## src/rtl/hazard_ctrl_if.sv

```systemverilog
// hazard_ctrl_if: ID/EX/MEM/WB hazard-control signal bundle.
//   master : pipeline side; drives ID/EX/MEM/WB fields and consumes the controls
//   slave  : hazard controller; consumes pipeline fields and drives
//            Forward1A/B, stall, ID_EX_bubble, mdu_start/busy, hilo_valid, stall_cnt
interface hazard_ctrl_if #(
    parameter int unsigned CNT_W = 16
);
    logic [4:0]       ID_rs;
    logic [4:0]       ID_rt;
    logic             ID_use_rs;
    logic             ID_use_rt;
    logic             ID_is_mdu;
    logic             ID_reads_hilo;
    logic [4:0]       EX_rd;
    logic             EX_regwrite;
    logic [4:0]       MEM_rd;
    logic             MEM_regwrite;
    logic             MEM_memread;
    logic [4:0]       WB_rd;
    logic             WB_regwrite;

    logic [1:0]       Forward1A;
    logic [1:0]       Forward1B;
    logic             stall;
    logic             ID_EX_bubble;
    logic             mdu_start;
    logic             mdu_busy;
    logic             hilo_valid;
    logic [CNT_W-1:0] stall_cnt;

    modport master (
        output ID_rs, ID_rt, ID_use_rs, ID_use_rt, ID_is_mdu, ID_reads_hilo,
        output EX_rd, EX_regwrite, MEM_rd, MEM_regwrite, MEM_memread,
        output WB_rd, WB_regwrite,
        input  Forward1A, Forward1B, stall, ID_EX_bubble,
        input  mdu_start, mdu_busy, hilo_valid, stall_cnt
    );

    modport slave (
        input  ID_rs, ID_rt, ID_use_rs, ID_use_rt, ID_is_mdu, ID_reads_hilo,
        input  EX_rd, EX_regwrite, MEM_rd, MEM_regwrite, MEM_memread,
        input  WB_rd, WB_regwrite,
        output Forward1A, Forward1B, stall, ID_EX_bubble,
        output mdu_start, mdu_busy, hilo_valid, stall_cnt
    );
endinterface

```

## src/rtl/hazard_ctrl.sv

```systemverilog
// hazard_ctrl: ID-stage forwarding selects, load-use / producer-in-EX stall,
// multiply/divide busy interlock with its sequencing FSM, and a saturating
// stall-cycle counter.
//   clk, rst : rising-edge clock, asynchronous active-high reset
//   bus      : hazard_ctrl_if.slave (pipeline fields in, controls out)
//   Forward1A/B, stall, ID_EX_bubble, mdu_start are combinational;
//   mdu_busy, hilo_valid are decoded from the FSM state; stall_cnt is a flop.
module hazard_ctrl #(
    parameter int unsigned MDU_CYCLES = 32,
    parameter int unsigned CNT_W      = 16
) (
    input  logic            clk,
    input  logic            rst,
    hazard_ctrl_if.slave    bus
);

    localparam int unsigned MCNT_W = (MDU_CYCLES > 2) ? $clog2(MDU_CYCLES) : 1;

    typedef enum logic [1:0] {
        IDLE = 2'd0,
        BUSY = 2'd1,
        DONE = 2'd2
    } state_e;

    state_e              state_q, state_d;
    logic [MCNT_W-1:0]   cnt_q, cnt_d;
    logic [CNT_W-1:0]    stall_cnt_q, stall_cnt_d;

    logic [1:0]          fwd_a_c, fwd_b_c;
    logic                data_hazard_c;
    logic                mdu_hazard_c;
    logic                stall_c;
    logic                mdu_start_c;

    // Operand select for one source: EX/MEM ALU result beats MEM/WB writeback.
    // Loads in MEM are excluded since their data is not available yet.
    function automatic logic [1:0] fwd_sel(
        input logic       use_x,
        input logic [4:0] src,
        input logic       mem_rw,
        input logic       mem_rd_en,
        input logic [4:0] mem_rd,
        input logic       wb_rw,
        input logic [4:0] wb_rd
    );
        logic [1:0] sel;
        sel = 2'b00;
        if (use_x) begin
            if (mem_rw && !mem_rd_en && (mem_rd != 5'd0) && (mem_rd == src)) begin
                sel = 2'b10;
            end else if (wb_rw && (wb_rd != 5'd0) && (wb_rd == src)) begin
                sel = 2'b01;
            end
        end
        return sel;
    endfunction

    // Source depends on a result not yet in a forwardable pipeline register.
    function automatic logic src_hazard(
        input logic       use_x,
        input logic [4:0] src,
        input logic       ex_rw,
        input logic [4:0] ex_rd,
        input logic       mem_rw,
        input logic       mem_rd_en,
        input logic [4:0] mem_rd
    );
        return use_x && (src != 5'd0) &&
               ((ex_rw && (ex_rd == src)) ||
                (mem_rw && mem_rd_en && (mem_rd == src)));
    endfunction

    // Forwarding and hazard detection; everything forced quiet during reset.
    always_comb begin
        fwd_a_c       = 2'b00;
        fwd_b_c       = 2'b00;
        data_hazard_c = 1'b0;
        if (!rst) begin
            fwd_a_c = fwd_sel(bus.ID_use_rs, bus.ID_rs, bus.MEM_regwrite,
                              bus.MEM_memread, bus.MEM_rd, bus.WB_regwrite, bus.WB_rd);
            fwd_b_c = fwd_sel(bus.ID_use_rt, bus.ID_rt, bus.MEM_regwrite,
                              bus.MEM_memread, bus.MEM_rd, bus.WB_regwrite, bus.WB_rd);
            data_hazard_c =
                src_hazard(bus.ID_use_rs, bus.ID_rs, bus.EX_regwrite, bus.EX_rd,
                           bus.MEM_regwrite, bus.MEM_memread, bus.MEM_rd) ||
                src_hazard(bus.ID_use_rt, bus.ID_rt, bus.EX_regwrite, bus.EX_rd,
                           bus.MEM_regwrite, bus.MEM_memread, bus.MEM_rd);
        end
    end

    // HI/LO are only unsafe while BUSY; in DONE they are written this cycle.
    assign mdu_hazard_c = (state_q == BUSY) && (bus.ID_is_mdu || bus.ID_reads_hilo);
    assign stall_c      = !rst && (data_hazard_c || mdu_hazard_c);

    // MDU sequencer: next state, down-counter and start pulse.
    // Counter loads MDU_CYCLES-2 so that BUSY lasts MDU_CYCLES-1 cycles
    // (terminal count 0 is itself a BUSY cycle) and DONE lands at start+MDU_CYCLES.
    always_comb begin
        state_d     = state_q;
        cnt_d       = cnt_q;
        mdu_start_c = 1'b0;
        case (state_q)
            IDLE, DONE: begin
                if (!rst && bus.ID_is_mdu && !data_hazard_c) begin
                    mdu_start_c = 1'b1;
                    state_d     = BUSY;
                    cnt_d       = MCNT_W'(MDU_CYCLES - 2);
                end else begin
                    state_d     = IDLE;
                end
            end
            BUSY: begin
                if (cnt_q == '0) begin
                    state_d = DONE;
                end else begin
                    cnt_d   = cnt_q - MCNT_W'(1);
                end
            end
            default: state_d = IDLE;
        endcase
    end

    // Saturating stall-cycle counter.
    always_comb begin
        stall_cnt_d = stall_cnt_q;
        if (stall_c && (stall_cnt_q != '1)) begin
            stall_cnt_d = stall_cnt_q + CNT_W'(1);
        end
    end

    always_ff @(posedge clk or posedge rst) begin
        if (rst) begin
            state_q     <= IDLE;
            cnt_q       <= '0;
            stall_cnt_q <= '0;
        end else begin
            state_q     <= state_d;
            cnt_q       <= cnt_d;
            stall_cnt_q <= stall_cnt_d;
        end
    end

    assign bus.Forward1A    = fwd_a_c;
    assign bus.Forward1B    = fwd_b_c;
    assign bus.stall        = stall_c;
    assign bus.ID_EX_bubble = stall_c;
    assign bus.mdu_start    = mdu_start_c;
    assign bus.mdu_busy     = (state_q == BUSY);
    assign bus.hilo_valid   = (state_q == DONE);
    assign bus.stall_cnt    = stall_cnt_q;

endmodule

```

## src/flat_wrapper.sv

```systemverilog
// flat-port wrapper written by rule: the top's interface ports become plain ports
module hazard_ctrl_flat 
#(
    parameter int unsigned MDU_CYCLES = 32,
    parameter int unsigned CNT_W      = 16
)
  (clk, rst, bus_ID_rs, bus_ID_rt, bus_ID_use_rs, bus_ID_use_rt, bus_ID_is_mdu, bus_ID_reads_hilo, bus_EX_rd, bus_EX_regwrite, bus_MEM_rd, bus_MEM_regwrite, bus_MEM_memread, bus_WB_rd, bus_WB_regwrite, bus_Forward1A, bus_Forward1B, bus_stall, bus_ID_EX_bubble, bus_mdu_start, bus_mdu_busy, bus_hilo_valid, bus_stall_cnt);
  hazard_ctrl_if #(.CNT_W(CNT_W)) bus_i ();
  input  logic clk;
  input  logic rst;
  input wire logic [$bits(bus_i.ID_rs)-1:0] bus_ID_rs;
  input wire logic [$bits(bus_i.ID_rt)-1:0] bus_ID_rt;
  input wire logic [$bits(bus_i.ID_use_rs)-1:0] bus_ID_use_rs;
  input wire logic [$bits(bus_i.ID_use_rt)-1:0] bus_ID_use_rt;
  input wire logic [$bits(bus_i.ID_is_mdu)-1:0] bus_ID_is_mdu;
  input wire logic [$bits(bus_i.ID_reads_hilo)-1:0] bus_ID_reads_hilo;
  input wire logic [$bits(bus_i.EX_rd)-1:0] bus_EX_rd;
  input wire logic [$bits(bus_i.EX_regwrite)-1:0] bus_EX_regwrite;
  input wire logic [$bits(bus_i.MEM_rd)-1:0] bus_MEM_rd;
  input wire logic [$bits(bus_i.MEM_regwrite)-1:0] bus_MEM_regwrite;
  input wire logic [$bits(bus_i.MEM_memread)-1:0] bus_MEM_memread;
  input wire logic [$bits(bus_i.WB_rd)-1:0] bus_WB_rd;
  input wire logic [$bits(bus_i.WB_regwrite)-1:0] bus_WB_regwrite;
  output wire logic [$bits(bus_i.Forward1A)-1:0] bus_Forward1A;
  output wire logic [$bits(bus_i.Forward1B)-1:0] bus_Forward1B;
  output wire logic [$bits(bus_i.stall)-1:0] bus_stall;
  output wire logic [$bits(bus_i.ID_EX_bubble)-1:0] bus_ID_EX_bubble;
  output wire logic [$bits(bus_i.mdu_start)-1:0] bus_mdu_start;
  output wire logic [$bits(bus_i.mdu_busy)-1:0] bus_mdu_busy;
  output wire logic [$bits(bus_i.hilo_valid)-1:0] bus_hilo_valid;
  output wire logic [$bits(bus_i.stall_cnt)-1:0] bus_stall_cnt;
  assign bus_i.ID_rs = bus_ID_rs;
  assign bus_i.ID_rt = bus_ID_rt;
  assign bus_i.ID_use_rs = bus_ID_use_rs;
  assign bus_i.ID_use_rt = bus_ID_use_rt;
  assign bus_i.ID_is_mdu = bus_ID_is_mdu;
  assign bus_i.ID_reads_hilo = bus_ID_reads_hilo;
  assign bus_i.EX_rd = bus_EX_rd;
  assign bus_i.EX_regwrite = bus_EX_regwrite;
  assign bus_i.MEM_rd = bus_MEM_rd;
  assign bus_i.MEM_regwrite = bus_MEM_regwrite;
  assign bus_i.MEM_memread = bus_MEM_memread;
  assign bus_i.WB_rd = bus_WB_rd;
  assign bus_i.WB_regwrite = bus_WB_regwrite;
  assign bus_Forward1A = bus_i.Forward1A;
  assign bus_Forward1B = bus_i.Forward1B;
  assign bus_stall = bus_i.stall;
  assign bus_ID_EX_bubble = bus_i.ID_EX_bubble;
  assign bus_mdu_start = bus_i.mdu_start;
  assign bus_mdu_busy = bus_i.mdu_busy;
  assign bus_hilo_valid = bus_i.hilo_valid;
  assign bus_stall_cnt = bus_i.stall_cnt;
  hazard_ctrl #(.MDU_CYCLES(MDU_CYCLES), .CNT_W(CNT_W)) u_core (.clk(clk), .rst(rst), .bus(bus_i));
endmodule
```

## config.mk

```make
export PLATFORM = sky130hd
export DESIGN_NAME = hazard_ctrl_flat
export DESIGN_NICKNAME = d
export VERILOG_FILES = /design/src/rtl/hazard_ctrl_if.sv /design/src/rtl/hazard_ctrl.sv /design/src/flat_wrapper.sv
export SDC_FILE = /design/constraint.sdc
export NUM_CORES = 1
export LEC_CHECK = 0
export BUFFER_PORTS_ARGS = -buffer_cell sky130_fd_sc_hd__buf_2
export CAP_MARGIN = 40
export CORE_UTILIZATION = 49
export CTS_BUF_LIST = sky130_fd_sc_hd__clkbuf_16
export CTS_CLUSTER_SIZE = 12
export DETAILED_ROUTE_END_ITERATION = 16
export PLACE_DENSITY = 0.83
export SYNTH_ARGS = -nofsm -noshare
export SYNTH_HDL_FRONTEND = slang
export SYNTH_SLANG_ARGS = --single-unit
export TNS_END_PERCENT = 1
```

## constraint.sdc

```tcl
create_clock -name clk -period 2.9 [get_ports clk]
set_input_delay 0.145 -clock clk [delete_from_list [all_inputs] [get_ports clk]]
set_output_delay 0.145 -clock clk [all_outputs]
set_load 0.01 [all_outputs]
```

# After elaboration in Yosys (flattened, before gate mapping)
# Cells that the tools add are included.
# totals
register_bits	23
in_bits	35
output_inout_bits	25
elab_cells	72
# classes
addsub	2
n_eq_ne	12
mux	17
n_reduce_logical	38
# ops
cell	count
== test 5 bit	6
logical AND 1 bit	21
nonzero test 5 bit	4
adder 16 x 1 -> 16 bit (second input constant)	1
!= test 16 bit (second input constant)	1
two-way mux 2 bit	7
two-way mux 5 bit	2
one-hot mux 5 bit (2 select lines)	1
two-way mux 1 bit	6
logical NOT 5 bit	1
logical OR 1 bit	5
subtractor 5 x 1 -> 5 bit (second input constant)	1
!= test 2 x 1 -> 1 bit (second input constant)	2
one-hot mux 2 bit (2 select lines)	1
logical NOT 1 bit	3
AND reduction 3 bit	1
== test 2 x 1 -> 1 bit (second input constant)	1
== test 2 bit (second input constant)	1
logical NOT 2 bit	1
!= test 2 bit (second input constant)	1
nonzero test 2 bit	1
OR reduction 2 bit	1

# Depth between registers and ports, before layout
# logic_depth
word_depth	10
depth_mapped	10
ltp_nobuf	8

# Least setup slack after synthesis
# OpenSTA, ideal clock, no wires.
# synth_path
path_type	register to register
from	register u_core.stall_cnt_q[0] (netlist: u_core.bus.stall_cnt[0])
to	register u_core.stall_cnt_q[1] (netlist: u_core.bus.stall_cnt[1])
setup_ps	128
arrival_ps	1977
t_required_ps	2772
slack_ps	795
stages_incl_launch_ff	10
n_path_buf	2
synth_period_minus_slack_ps	2105
cell_sequence	dfrtp_1 -> ha_1 -> nand3_1 -> or2_2 -> buf_2 -> nor4_1 -> nor2_1 -> o21ai_2 -> buf_6 -> mux2_1
# synth_via
elab_chain_len	2
elab_cells_between_ends	3
cone_classes	1 x add/sub; 1 x eq/ne; 1 x reduce/logical
# synth_rtl
item	line	rtl
from (decl)	hazard_ctrl.sv:27	logic [CNT_W-1:0] stall_cnt_q, stall_cnt_d;
from (signal assigned)	hazard_ctrl.sv:139	stall_cnt_q <= stall_cnt_d;
parallel branches: the longest is 2 deep, another holds adder 16 x 1 -> 16 bit	-	
# Several ways; the timed one is not identified.
# A chain may end at the register's enable or synchronous reset.

# Final worst setup path
# Ends and elaborated chain as after synthesis.

==> results.md <==
- Max FO, Critical Path: 11
- GR Overflow Total: 0
- Final setup fails: 0
- Hold Buf Count CTS: 0
- Die H: 59.64 µm
- CP Capture Type: flop
- Final wirelength: 3.499 mm
- VDD IR max: 0.0002513 V
- Family with the most delay on the worst path: simple AND/OR/NAND/NOR gates
- Int Pwr: 0.0008373 W
- Status: finished clean
- Fin Setup TNS: 0 ps
- Sequential power share: 0.404
- Max_cap viols: 0
- Row count: 20
- Worst Hold Class: input pin to asynchronous set/reset pin
- Min cycle time layout: 2133 ps
- Fin. max-slew vios: 0
- Diode count: 0
- Fin area: 0.002037 mm²
- Synthesized area per cell: 8.993 µm²
- Drt drc: 0
- Post-synthesis cell type count: 33
- Power density over the cells: 646.2 mW/mm²
- Clk_skew: 2.190 ps
- P_sw: 0.0004790 W
- All-Layer GR Usage: 0.2229
- Slew headroom: 0.6878
- Yosys warns: 0
- Synth Net Count: 219
- Final hold viol count: 0
- Largest net degree at the start of global routing: 28
- Post-Synthesis Cell Area: 0.001628 mm²
- Least-Margin Pin Slew: 468.3 ps
- Io pins: 60
- Post-CTS setup buffers: 0
- Pre-Repair DR Iteration Count: 4
- Worst path max stage delay: 410 ps
- CTS tree: yes
- Area growth from synthesis to layout: 25.13%
- Post-synthesis register bit count: 23
- Most common cell after layout, fill and taps aside: buf_2
- Cell chain of the critical path: ha_1 -> nand3_1 -> or2_2 -> nor4_1 -> nor2_1 -> o21ai_2 -> mux2_1
- Final nets: 280
- Placer Congestion: 0.8906
- Critical Path AT: 2260 ps
- RSZ-0062 raised after global routing: false
- Reg2reg setup slack: 770 ps
- Die Wd: 59.64 µm
- Startpoint types: flop
- IO Port Bufs: 59
- Critical path class: flop to flop
- Post-CTS sizing: 0
- Number of global-route vias before repair: 1441
- Top area cells in the synthesized netlist: dfrtp_1 35%, xnor2_1 15%, xor2_1 10%
- Core Footprint: 0.003103 mm²
- Initial antenna violation count: 0
- Synth area leader: dfrtp_1
- Share of cells above drive strength 1: 0.3112
- Synth top area share: 0.3536
- Clock Sinks: 23
- Most frequent cells in the layout: 59 x buf_2, 28 x xnor2_1, 23 x dfrtp_1, 19 x xor2_1, 19 x nand2_1
- Switch share: 0.3639
- Worst-path clk slew: 60 ps
- Clock latency on the worst-skew pair: 250 ps
- Final HPWL DP: 2.906 mm
- DP Area: 0.001958 mm²
- Tot Pwr: 0.001316 W
- Comb pwr share: 0.379
- Gate Count Post-Synth: 181
- Critical path buffers and inverters: 0
- Initial Utilization: 0.5246
- Pleak: 0.9452 nW
- Sequential area share after synthesis: 0.3536
- Total CTS buffers: 3
- Worst setup margin: 766.6 ps
- DRT antenna net count: 0
- CP Data Required Time: 3030 ps
- H-tree levels: 1
- Fmax: 468.7 MHz
- Clock power frac: 0.217
- Wire length per cell after detailed routing: 12.28 µm
- Global-route wire length before repair: 6.016 mm
- Clk buf depth: 2
- DR vias: 1456
- Routed vias/inst: 5.109
- Detailed router's first-iteration violation count: 44
- Slowest CP cell: dfrtp_1
- DIE AREA: 0.003556 mm²
- Pre-CTS setup slack: 534.3 ps
- Fin crit share: 0.7356
- Root buf cell: clkbuf_16
## through the flow
step	std cells	hold slack, ps	util
6_report	285	25.23	0.6565
5_1_grt	285	62.62	0.6565
4_1_cts	285	29.37	0.6565
3_5_place_dp	281	298.4	0.6310
3_3_place_gp	281	292.3	0.6310
2_1_floorplan	181	182.3	-
## path summary, 6_finish.rpt
kind / startpoint / endpoint / depth (start not counted)
max in group asynchronous: rst / u_core.bus.stall_cnt[1]$_DFFE_PP0P_ / 3
min reg2reg: u_core.bus.stall_cnt[11]$_DFFE_PP0P_ / u_core.bus.stall_cnt[11]$_DFFE_PP0P_ / 1
min: rst / u_core.bus.stall_cnt[13]$_DFFE_PP0P_ / 3
max: u_core.bus.stall_cnt[0]$_DFFE_PP0P_ / u_core.bus.stall_cnt[1]$_DFFE_PP0P_ / 7
max reg2reg: u_core.bus.stall_cnt[0]$_DFFE_PP0P_ / u_core.bus.stall_cnt[1]$_DFFE_PP0P_ / 7
min in group clk: rst / u_core.bus.stall_cnt[11]$_DFFE_PP0P_ / 3
## worst min-delay path: stages
cell and delay, ps:
buf_2 140, inv_1 70, buf_4 310
## layout make-up
class | instances | area [µm²]
Clock buffer | 3 | 75.07
Tap cell | 44 | 55.05
Multi-Input combinational cell | 145 | 991.0
Clock inverter | 1 | 3.754
Inverter | 9 | 33.78
Fill cell | 297 | 1066
Sequential cell | 23 | 575.6
Timing Repair Buffer | 60 | 302.8
## sequential cells by signal, indices dropped and copies added (netlist names)
| signal | count |
|---|---|
| u_core.state_q | 2 |
| u_core.bus.stall_cnt | 16 |
| u_core.cnt_q | 5 |
## cell families after synthesis
logic type | share of synthesized area
AOI/OAI and AO/OA | 0.03536
buffers and inverters | 0.03766
and+or+nand+nor | 0.2836
muxes | 0.01383
adders and majority gates | 0.02306
DFF | 0.3536
xor gates and xnor gates | 0.2529
## metal layers
| layer | up-vias | track usage | routed length (µm) |
|---|---|---|---|
| met5 | - | 0 | 0 |
| met4 | 0 | 0.1096 | 87 |
| met3 | 8 | 0.03275 | 193 |
| met2 | 56 | 0.4077 | 1735 |
| met1 | 653 | 0.2503 | 1483 |
| li1 | 739 | - | - |
## power by group through the flow
stage          Clock [W]  Combinational (W)  Sequential (W)
2_1_floorplan          0           0.000316        0.000547
3_3_place_gp           0           0.000485        0.000533
3_5_place_dp           0           0.000506        0.000532
4_1_cts         0.000292           0.000505        0.000531
5_1_grt         0.000307           0.000566        0.000550
6_report        0.000286           0.000499        0.000532
## cell usage after synthesis
cell	n
buf_6	1
nor2_1	13
dfrtp_1	23
nand2_1	19
inv_1	9
and2_1	1
a22oi_1	1
nand3_1	10
nor4_2	1
nor4_1	8
xnor2_1	28
or4b_2	1
or3_4	1
nand4_1	3
buf_2	1
nand2b_1	1
or2_2	2
or3_2	1
and3_1	2
o21ai_0	3
mux2_1	2
o21ai_2	3
clkbuf_1	1
nor2_4	1
nor3_1	10
ha_1	3
xor2_1	19
nand4b_1	1
a21oi_2	1
buf_4	1
nor2b_1	3
and4_2	1
or4_1	6
Power figures use the tool's default switching activity.
